### src/rtl/div_share_arbiter.sv
// Shares one pipelined unsigned divider among N_REQ requesters: round-robin issue, in-order
// tag tracking, per-requester result routing and round collection with flush/drain.
module div_share_arbiter #(
    parameter int unsigned N_REQ   = 4,
    parameter int unsigned I_W     = 50,
    parameter int unsigned D_W     = 38,
    parameter int unsigned O_W     = 12,
    parameter int unsigned MAX_OUT = 4
) (
    input  logic                 clk,
    input  logic                 rst,
    input  logic [N_REQ-1:0]     req_valid,
    output logic [N_REQ-1:0]     req_ready,
    input  logic [N_REQ*I_W-1:0] req_dividend,
    input  logic [N_REQ*D_W-1:0] req_divisor,
    output logic                 div_valid_i,
    output logic [I_W-1:0]       div_dividend,
    output logic [D_W-1:0]       div_divisor,
    input  logic                 div_valid_o,
    input  logic [O_W-1:0]       div_quotient,
    output logic [N_REQ-1:0]     res_valid,
    output logic [N_REQ*O_W-1:0] res_quot,
    output logic                 round_done,
    input  logic                 flush,
    output logic                 busy,
    output logic                 err_orphan
);

    localparam int unsigned IDX_W = (N_REQ > 1) ? $clog2(N_REQ) : 1;
    localparam int unsigned PTR_W = (MAX_OUT > 1) ? $clog2(MAX_OUT) : 1;
    localparam int unsigned CNT_W = $clog2(MAX_OUT + 1);

    typedef enum logic [1:0] {StRun, StDrain, StClear} state_e;

    state_e                         state_q, state_d;
    logic [IDX_W-1:0]               rr_q, rr_d;
    logic [N_REQ-1:0]               collected_q, collected_d;
    logic [MAX_OUT-1:0][IDX_W-1:0]  tag_idx_q, tag_idx_d;
    logic [MAX_OUT-1:0]             tag_zdiv_q, tag_zdiv_d;
    logic [PTR_W-1:0]               wr_ptr_q, wr_ptr_d, rd_ptr_q, rd_ptr_d;
    logic [CNT_W-1:0]               cnt_q, cnt_d;
    logic                           div_valid_q, div_valid_d;
    logic [I_W-1:0]                 div_dividend_q, div_dividend_d;
    logic [D_W-1:0]                 div_divisor_q, div_divisor_d;
    logic [N_REQ-1:0]               res_valid_q, res_valid_d;
    logic [N_REQ*O_W-1:0]           res_quot_q, res_quot_d;
    logic                           round_done_q, round_done_d;
    logic                           err_orphan_q, err_orphan_d;

    logic [N_REQ-1:0] eligible;
    logic             found, accept, pop, full;
    logic [IDX_W-1:0] winner, head_idx;
    logic [I_W-1:0]   win_dividend;
    logic [D_W-1:0]   win_divisor;

    assign eligible = req_valid & ~collected_q;
    assign full     = (cnt_q == CNT_W'(MAX_OUT));
    assign pop      = div_valid_o && (cnt_q != '0);
    assign head_idx = tag_idx_q[rd_ptr_q];
    // A full FIFO still accepts when a result frees a slot in the same cycle.
    assign accept   = (state_q == StRun) && !flush && found && (!full || pop);

    always_comb begin
        found        = 1'b0;
        winner       = '0;
        win_dividend = '0;
        win_divisor  = '0;
        for (int unsigned i = 0; i < N_REQ; i++) begin
            int unsigned j;
            j = (32'(rr_q) + i) % N_REQ;
            if (!found && eligible[IDX_W'(j)]) begin
                found  = 1'b1;
                winner = IDX_W'(j);
            end
        end
        for (int unsigned k = 0; k < N_REQ; k++) begin
            if (winner == IDX_W'(k)) begin
                win_dividend = req_dividend[k*I_W +: I_W];
                win_divisor  = req_divisor[k*D_W +: D_W];
            end
        end
    end

    always_comb begin
        state_d        = state_q;
        rr_d           = rr_q;
        tag_idx_d      = tag_idx_q;
        tag_zdiv_d     = tag_zdiv_q;
        wr_ptr_d       = wr_ptr_q;
        rd_ptr_d       = rd_ptr_q;
        cnt_d          = cnt_q;
        div_valid_d    = accept;
        div_dividend_d = div_dividend_q;
        div_divisor_d  = div_divisor_q;
        res_valid_d    = '0;
        res_quot_d     = res_quot_q;
        collected_d    = round_done_q ? '0 : collected_q;
        round_done_d   = 1'b0;
        err_orphan_d   = err_orphan_q | (div_valid_o && (cnt_q == '0));

        case (state_q)
            StRun:   if (flush) state_d = StDrain;
            StDrain: if (cnt_q == '0) state_d = StClear;
            StClear: state_d = StRun;
            default: state_d = StRun;
        endcase

        if (accept) begin
            rr_d                 = (winner == IDX_W'(N_REQ - 1)) ? '0 : winner + 1'b1;
            tag_idx_d[wr_ptr_q]  = winner;
            tag_zdiv_d[wr_ptr_q] = (win_divisor == '0);
            wr_ptr_d             = (wr_ptr_q == PTR_W'(MAX_OUT - 1)) ? '0 : wr_ptr_q + 1'b1;
            div_dividend_d       = win_dividend;
            div_divisor_d        = win_divisor;
        end

        if (pop) begin
            rd_ptr_d = (rd_ptr_q == PTR_W'(MAX_OUT - 1)) ? '0 : rd_ptr_q + 1'b1;
            for (int unsigned k = 0; k < N_REQ; k++) begin
                if (head_idx == IDX_W'(k)) begin
                    res_valid_d[k]             = 1'b1;
                    collected_d[k]             = 1'b1;
                    res_quot_d[k*O_W +: O_W]   = tag_zdiv_q[rd_ptr_q] ? '1 : div_quotient;
                end
            end
            round_done_d = (state_q == StRun) && (&collected_d);
        end

        if (accept && !pop) begin
            cnt_d = cnt_q + 1'b1;
        end else if (!accept && pop) begin
            cnt_d = cnt_q - 1'b1;
        end

        if (state_q == StClear) begin
            collected_d = '0;
            res_quot_d  = '0;
        end
    end

    always_ff @(posedge clk) begin
        if (rst) begin
            state_q        <= StRun;
            rr_q           <= '0;
            collected_q    <= '0;
            tag_idx_q      <= '0;
            tag_zdiv_q     <= '0;
            wr_ptr_q       <= '0;
            rd_ptr_q       <= '0;
            cnt_q          <= '0;
            div_valid_q    <= 1'b0;
            div_dividend_q <= '0;
            div_divisor_q  <= '0;
            res_valid_q    <= '0;
            res_quot_q     <= '0;
            round_done_q   <= 1'b0;
            err_orphan_q   <= 1'b0;
        end else begin
            state_q        <= state_d;
            rr_q           <= rr_d;
            collected_q    <= collected_d;
            tag_idx_q      <= tag_idx_d;
            tag_zdiv_q     <= tag_zdiv_d;
            wr_ptr_q       <= wr_ptr_d;
            rd_ptr_q       <= rd_ptr_d;
            cnt_q          <= cnt_d;
            div_valid_q    <= div_valid_d;
            div_dividend_q <= div_dividend_d;
            div_divisor_q  <= div_divisor_d;
            res_valid_q    <= res_valid_d;
            res_quot_q     <= res_quot_d;
            round_done_q   <= round_done_d;
            err_orphan_q   <= err_orphan_d;
        end
    end

    assign req_ready    = accept ? (N_REQ'(1) << winner) : '0;
    assign div_valid_i  = div_valid_q;
    assign div_dividend = div_dividend_q;
    assign div_divisor  = div_divisor_q;
    assign res_valid    = res_valid_q;
    assign res_quot     = res_quot_q;
    assign round_done   = round_done_q;
    assign busy         = (state_q != StRun) || (cnt_q != '0);
    assign err_orphan   = err_orphan_q;

endmodule

### config.mk
export PLATFORM = sky130hd
export DESIGN_NAME = div_share_arbiter
export DESIGN_NICKNAME = d
export VERILOG_FILES = /design/src/rtl/div_share_arbiter.sv
export SDC_FILE = /design/constraint.sdc
export NUM_CORES = 1
export LEC_CHECK = 0
export ABC_AREA = 1
export CORE_AREA = 10 10 194 196
export CTS_CLUSTER_SIZE = 16
export DETAILED_ROUTE_END_ITERATION = 10
export DIE_AREA = 0 0 204 206
export SYNTH_ARGS = -nofsm -noshare
export SYNTH_HDL_FRONTEND = slang
export SYNTH_SLANG_ARGS = --single-unit
### constraint.sdc
create_clock -name clk -period 4.8 [get_ports clk]
set_input_delay 0.96 -clock clk [delete_from_list [all_inputs] [get_ports clk]]
set_output_delay 0.96 -clock clk [all_outputs]
set_load 0.02 [all_outputs]
# Word level (Yosys, flattened, before mapping)
# Cells that the tools add are included.
[op_classes]
bitwise = 4
reduce_logical = 37
n_shift = 1
muxes = 58
eq_ne = 13
magnitude_cmp = 7
add_sub_neg = 8
[op_table]
columns = ["op", "n"]
rows = [
  ["50-bit 2-to-1 mux", 4],
  ["38-bit 2-to-1 mux", 4],
  ["38-bit logical NOT", 1],
  ["1-bit 2-to-1 mux", 22],
  ["2-bit 2-to-1 mux", 11],
  ["2-bit by 3-bit less-than comparator with 1-bit output, second input constant", 6],
  ["2-bit == test, second input constant", 7],
  ["1-bit logical AND", 12],
  ["12-bit 2-to-1 mux", 1],
  ["4-bit 2-to-1 mux", 3],
  ["1-bit binary-select mux with 2-bit select", 5],
  ["2-bit AND reduction", 5],
  ["2-bit by 1-bit adder with 2-bit output, second input constant", 4],
  ["8-bit bitwise mux", 1],
  ["1-bit logical NOT", 7],
  ["2-bit by 1-bit == test with 1-bit output, second input constant", 3],
  ["2-bit logical NOT", 3],
  ["3-bit 2-to-1 mux", 2],
  ["2-bit adder, second input constant", 2],
  ["4-bit bitwise AND", 1],
  ["2-bit binary-select mux with 2-bit select", 1],
  ["4-bit bitwise mux", 1],
  ["2-bit demux with 2-bit select", 1],
  ["2-bit inequality test, second input constant", 2],
  ["other kinds (16)", 19],
]
[word_totals]
in_bits = 372
out_inout_bits = 148
regBits = 170
word_cells = 149

# Longest topological paths before layout
[logic_depth]
ltp_word = 21
ltp_mapped = 26

# Least setup slack after synthesis
# OpenSTA, ideal clock, no wires.
[synth_path]
path_kind = "input to output"
startpoint = "input req_valid[3]"
endpoint = "output req_ready[3]"
arrival_time_ps = 3111
stages = 14
required_ps = 3840
slack_ps = 729
path_buffers = 3
cell_sequence = "nand2_1 > o21ai_0 > inv_1 > nand2_1 > nand2_1 > nand4_4 > nand3_1 > inv_1 > ha_1 > clkbuf_1 > inv_1 > clkbuf_1 > clkbuf_1 > nor2_1"
[synth_via]
elab_cells_between_ends = 27
[synth_lines]
columns = ["item", "line", "source"]
rows = [
  ["from (decl)", "12", "input logic [N_REQ-1:0] req_valid,"],
  ["4-bit bitwise AND (*)", "56", "assign eligible = req_valid & ~collected_q;"],
  ["1-bit binary-select mux with 2-bit select", "71", "if (!found && eligible[IDX_W'(j)]) begin"],
  ["1-bit 2-to-1 mux (not written as such)", "71", ""],
  ["1-bit 2-to-1 mux", "71", ""],
  ["1-bit logical NOT", "71", ""],
  ["1-bit logical AND", "71", ""],
  ["1-bit 2-to-1 mux", "71", ""],
  ["1-bit logical NOT", "71", ""],
  ["1-bit logical AND", "71", ""],
  ["1-bit 2-to-1 mux", "71", ""],
  ["1-bit logical NOT", "71", ""],
  ["1-bit logical AND", "71", ""],
  ["2-bit 2-to-1 mux (*)", "71", ""],
  ["via winner[0]", "52", "logic [IDX_W-1:0] winner, head_idx;"],
  ["1-bit by 2-bit << shifter with 4-bit output (*)", "177", "assign req_ready = accept ? (N_REQ'(1) << winner) : '0;"],
  ["4-bit 2-to-1 mux (*)", "177", ""],
  ["to (decl)", "13", "output logic [N_REQ-1:0] req_ready,"],
]
# Mark *: on every way through the listed nets, which the timed path passes. The rest lies on a longest branch. The select of a mux whose other input is x is not followed.

# Worst setup path after layout
[layout_path]
startpoint = "input req_valid[1]"
endpoint = "output req_ready[3]"
# The elaborated chain is that of the path after synthesis.

==> out/results.tsv <==
stage	metric	value	unit
worst_setup_path	nature of the critical path startpoint	input pin	
floorplan	Die H	206	µm
route	Via density	4.81	
logic_synthesis	Syn Area/Cell	6.29	µm²
power_and_ir_drop	Max VDD drop	0.000653	V
run_status	status	completed	
clock_tree	Post-CTS Resized	0	
sta	Slew HR	0.177	
worst_hold_path	Hold Path Class	register to register	
logic_synthesis	syn_nets	1895	
global_routing	largest net degree at the start of global routing	140	
floorplan	die area	0.0420	mm²
route	met3 routed WL	4.10	mm
sta	setup TNS	0	ns
logic_synthesis	EDFF count, synth	0	
route	WL final	51.8	mm
route	DR top layer	met5	
route	drt drc	0	
clock_tree	clock root cell	clkbuf_16	
clock_tree	CTS clock-pin slew for the worst setup and hold paths	0.07	ns
worst_setup_path	Worst Setup End Kind	primary output	
clock_tree	cts bufs inserted	17	
route	DRT antenna net count	0	
sta	Hold Fails Final Rpt	0	
floorplan	core area	0.0339	mm²
worst_setup_path	crit path kind	input pin to primary output	
placement	pre-CTS setup slack	0.114	ns
global_routing	initial antenna violation count	21	
clock_tree	Clock Tree Buf Depth	2	
power_and_ir_drop	Static Leakage	6.43	nW
logic_synthesis	Synth Flop Type	dfxtp_1	
clock_tree	CTS tree	built	
sta	Final Worst Setup Slack	0.284	ns
sta	Final Max Tran Viols	0	
global_routing	global-route wire length before repair	75.3	mm
global_routing	GRT Total Usage	0.237	
sta	Least-Margin Pin Slew	1.23	ns
floorplan	Initial Utilization	0.280	
logic_synthesis	count leader, synth	nor2_1	
logic_synthesis	post-synth top area cell	dfxtp_1	
clock_tree	Post-CTS Setup Repair Bufs	0	
placement	input/output buffers	519	
logic_synthesis	Netlist cell types	35	
layout	Area growth syn-to-layout	65.1	%
route	metal2 WL	26.1	mm
route	routed via count	11800	
logic_synthesis	sequential share of the synthesized area	0.358	
placement	gp weighted congestion	0.954	
logic_synthesis	top cell type's share of synthesized area	0.358	
sta	fmax	0.221	GHz
clock_tree	H-tree levels	4	
logic_synthesis	top cells by area, synth	dfxtp_1 (36%), nor2_1 (15%), nand2_1 (13%), o21ai_0 (8.2%), a21oi_1 (7.9%)	
global_routing	grt ovf	0	
route	WL/cell	21.2	µm
logic_synthesis	Synth Register Bits	170	
sta	post-layout minimum cycle time	4.52	ns
worst_setup_path	Worst Path Max Fanout	4	
route	First-pass DRT Iterations	5	
clock_tree	TritonCTS Sinks	170	
global_routing	number of global-route vias before repair	11600	
floorplan	Chip Width	204	µm
sta	RSZ-0062 raised after global routing	no	
logic_synthesis	YS warnings	0	
power_and_ir_drop	P per Cell Area	949	mW/mm²
layout	Layout Utilization	0.463	
floorplan	top-level I/O count	520	
logic_synthesis	most frequent cells after synthesis	nor2_1 (371), nand2_1 (334), dfxtp_1 (170)	
logic_synthesis	Cells after Synth	1512	
placement	HPWL after DPL	40.8	mm
worst_setup_path	Worst EP required	3.84	ns
sta	Tcrit/Tclk final	0.941	
sta	Worst Skew	0.0149	ns
flow_run	Maximum Capacitance Violations	0	
layout	Final nets	2345	
worst_setup_path	crit path DAT	3.56	ns
route	Post-Route M1 WL	20.2	mm
clock_tree	clk_lat worst skew	0.44	ns
route	initial DRC count	688	
floorplan	site row count	68	
logic_synthesis	Netlist Area Pre-Place	0.00952	mm²
sta	# setup viols final	0	
clock_tree	CTS Hold Bufs	0	
layout	layout cell share with drive strength beyond 1	0.0380	
logic_synthesis	FFs w/ async S/R, synth	0	
[registers in the layout, indices dropped and copies added (netlist names), 2 cells and up]
| name | count |
|---|---|
| res_valid | 4 |
| state_q | 2 |
| wr_ptr_q | 2 |
| div_divisor | 38 |
| res_quot | 48 |
| collected_q | 4 |
| rr_q | 2 |
| tag_zdiv_q | 4 |
| tag_idx_q | 8 |
| div_dividend | 50 |
| rd_ptr_q | 2 |
| cnt_q | 3 |
[layer usage]
metal  global-route usage  vias up
li1                     -     5863
met1                0.260     5447
met2                0.421      409
met3               0.0741       56
met4               0.0926        8
met5                    0        -
[path summary, 6_finish.rpt]
path | startpoint | endpoint | slack, ns | cells past startpoint
worst max-delay path | req_valid[1] | req_ready[3] | 0.28 | 14
worst min-delay path | res_quot[38] | res_quot[38] | 0.47 | 2
worst max register to register | rr_q[0] | div_dividend[23] | 1.02 | 19
worst min register to register | res_quot[38] | res_quot[38] | 0.47 | 2
[stage by stage]
stage | power [mW] | hold slack [ns] | instances | cell area (µm²)
floorplan | 9.42 | 0.460 | 1512 | 9520
global placement | 13.6 | 0.452 | 2398 | 15100
detailed placement | 13.5 | 0.458 | 2398 | 15100
CTS | 15.0 | 0.469 | 2430 | 15700
global route | 16.4 | 0.481 | 2442 | 15700
finish | 14.9 | 0.466 | 2448 | 15700
[placed cells by master (no fill, tap or decap), drive strengths merged, types with 11 or more instances in the layout]
| cell | Yosys | final |
|---|---|---|
| a21oi | 150 | 150 |
| dfxtp | 170 | 170 |
| a21o | 13 | 13 |
| nand2 | 335 | 335 |
| inv | 76 | 83 |
| a21boi | 11 | 11 |
| a221oi | 50 | 50 |
| buf | 44 | 22 |
| clkdlybuf4s50 | 0 | 518 |
| o21ai | 160 | 160 |
| diode | 0 | 18 |
| nand3 | 39 | 39 |
| clkbuf | 66 | 17 |
| nor2 | 371 | 371 |
[where the power goes]
group          leakage [nW]  switching [mW]  internal (mW)
registers              1.39           0.296           1.91
logic                  4.75            7.22           4.08
clock network         0.288           0.659          0.739
[critical path, stage by stage]
cell	delay [ns]
clkdlybuf4s50_1	0.47
nand2_1	0.06
o21ai_1	0.19
inv_1	0.10
nand2_1	0.07
nand2_1	0.09
nand3b_1	0.20
nand3_1	0.10
nand2_1	0.15
inv_1	0.15
ha_2	0.23
inv_2	0.05
nor2_1	0.09
clkdlybuf4s50_1	0.64
[cell families (layout without fill, tap and decap cells)]
kind of cell	after synthesis	count (layout)	synth area share
AND/OR/NAND/NOR	752	752	0.308
AO/OA/AOI/OAI	390	390	0.233
buffers and inverters	187	650	0.0830
flip-flops	170	170	0.358
adder cells (fa/ha/maj)	11	11	0.0153
XOR/XNOR	2	2	0.00263
other	0	18	0
[area by class of cell]
type	instances	area, µm²
inverters	77	294
repair buffers	541	5440
diodes	18	45.0
well taps	455	569
clock inverters	15	156
fillers	3482	18200
clock buffers	17	425
multi-input cells	1155	5380
flip-flops and latches	170	3400
(Power assumes the default switching activity.)
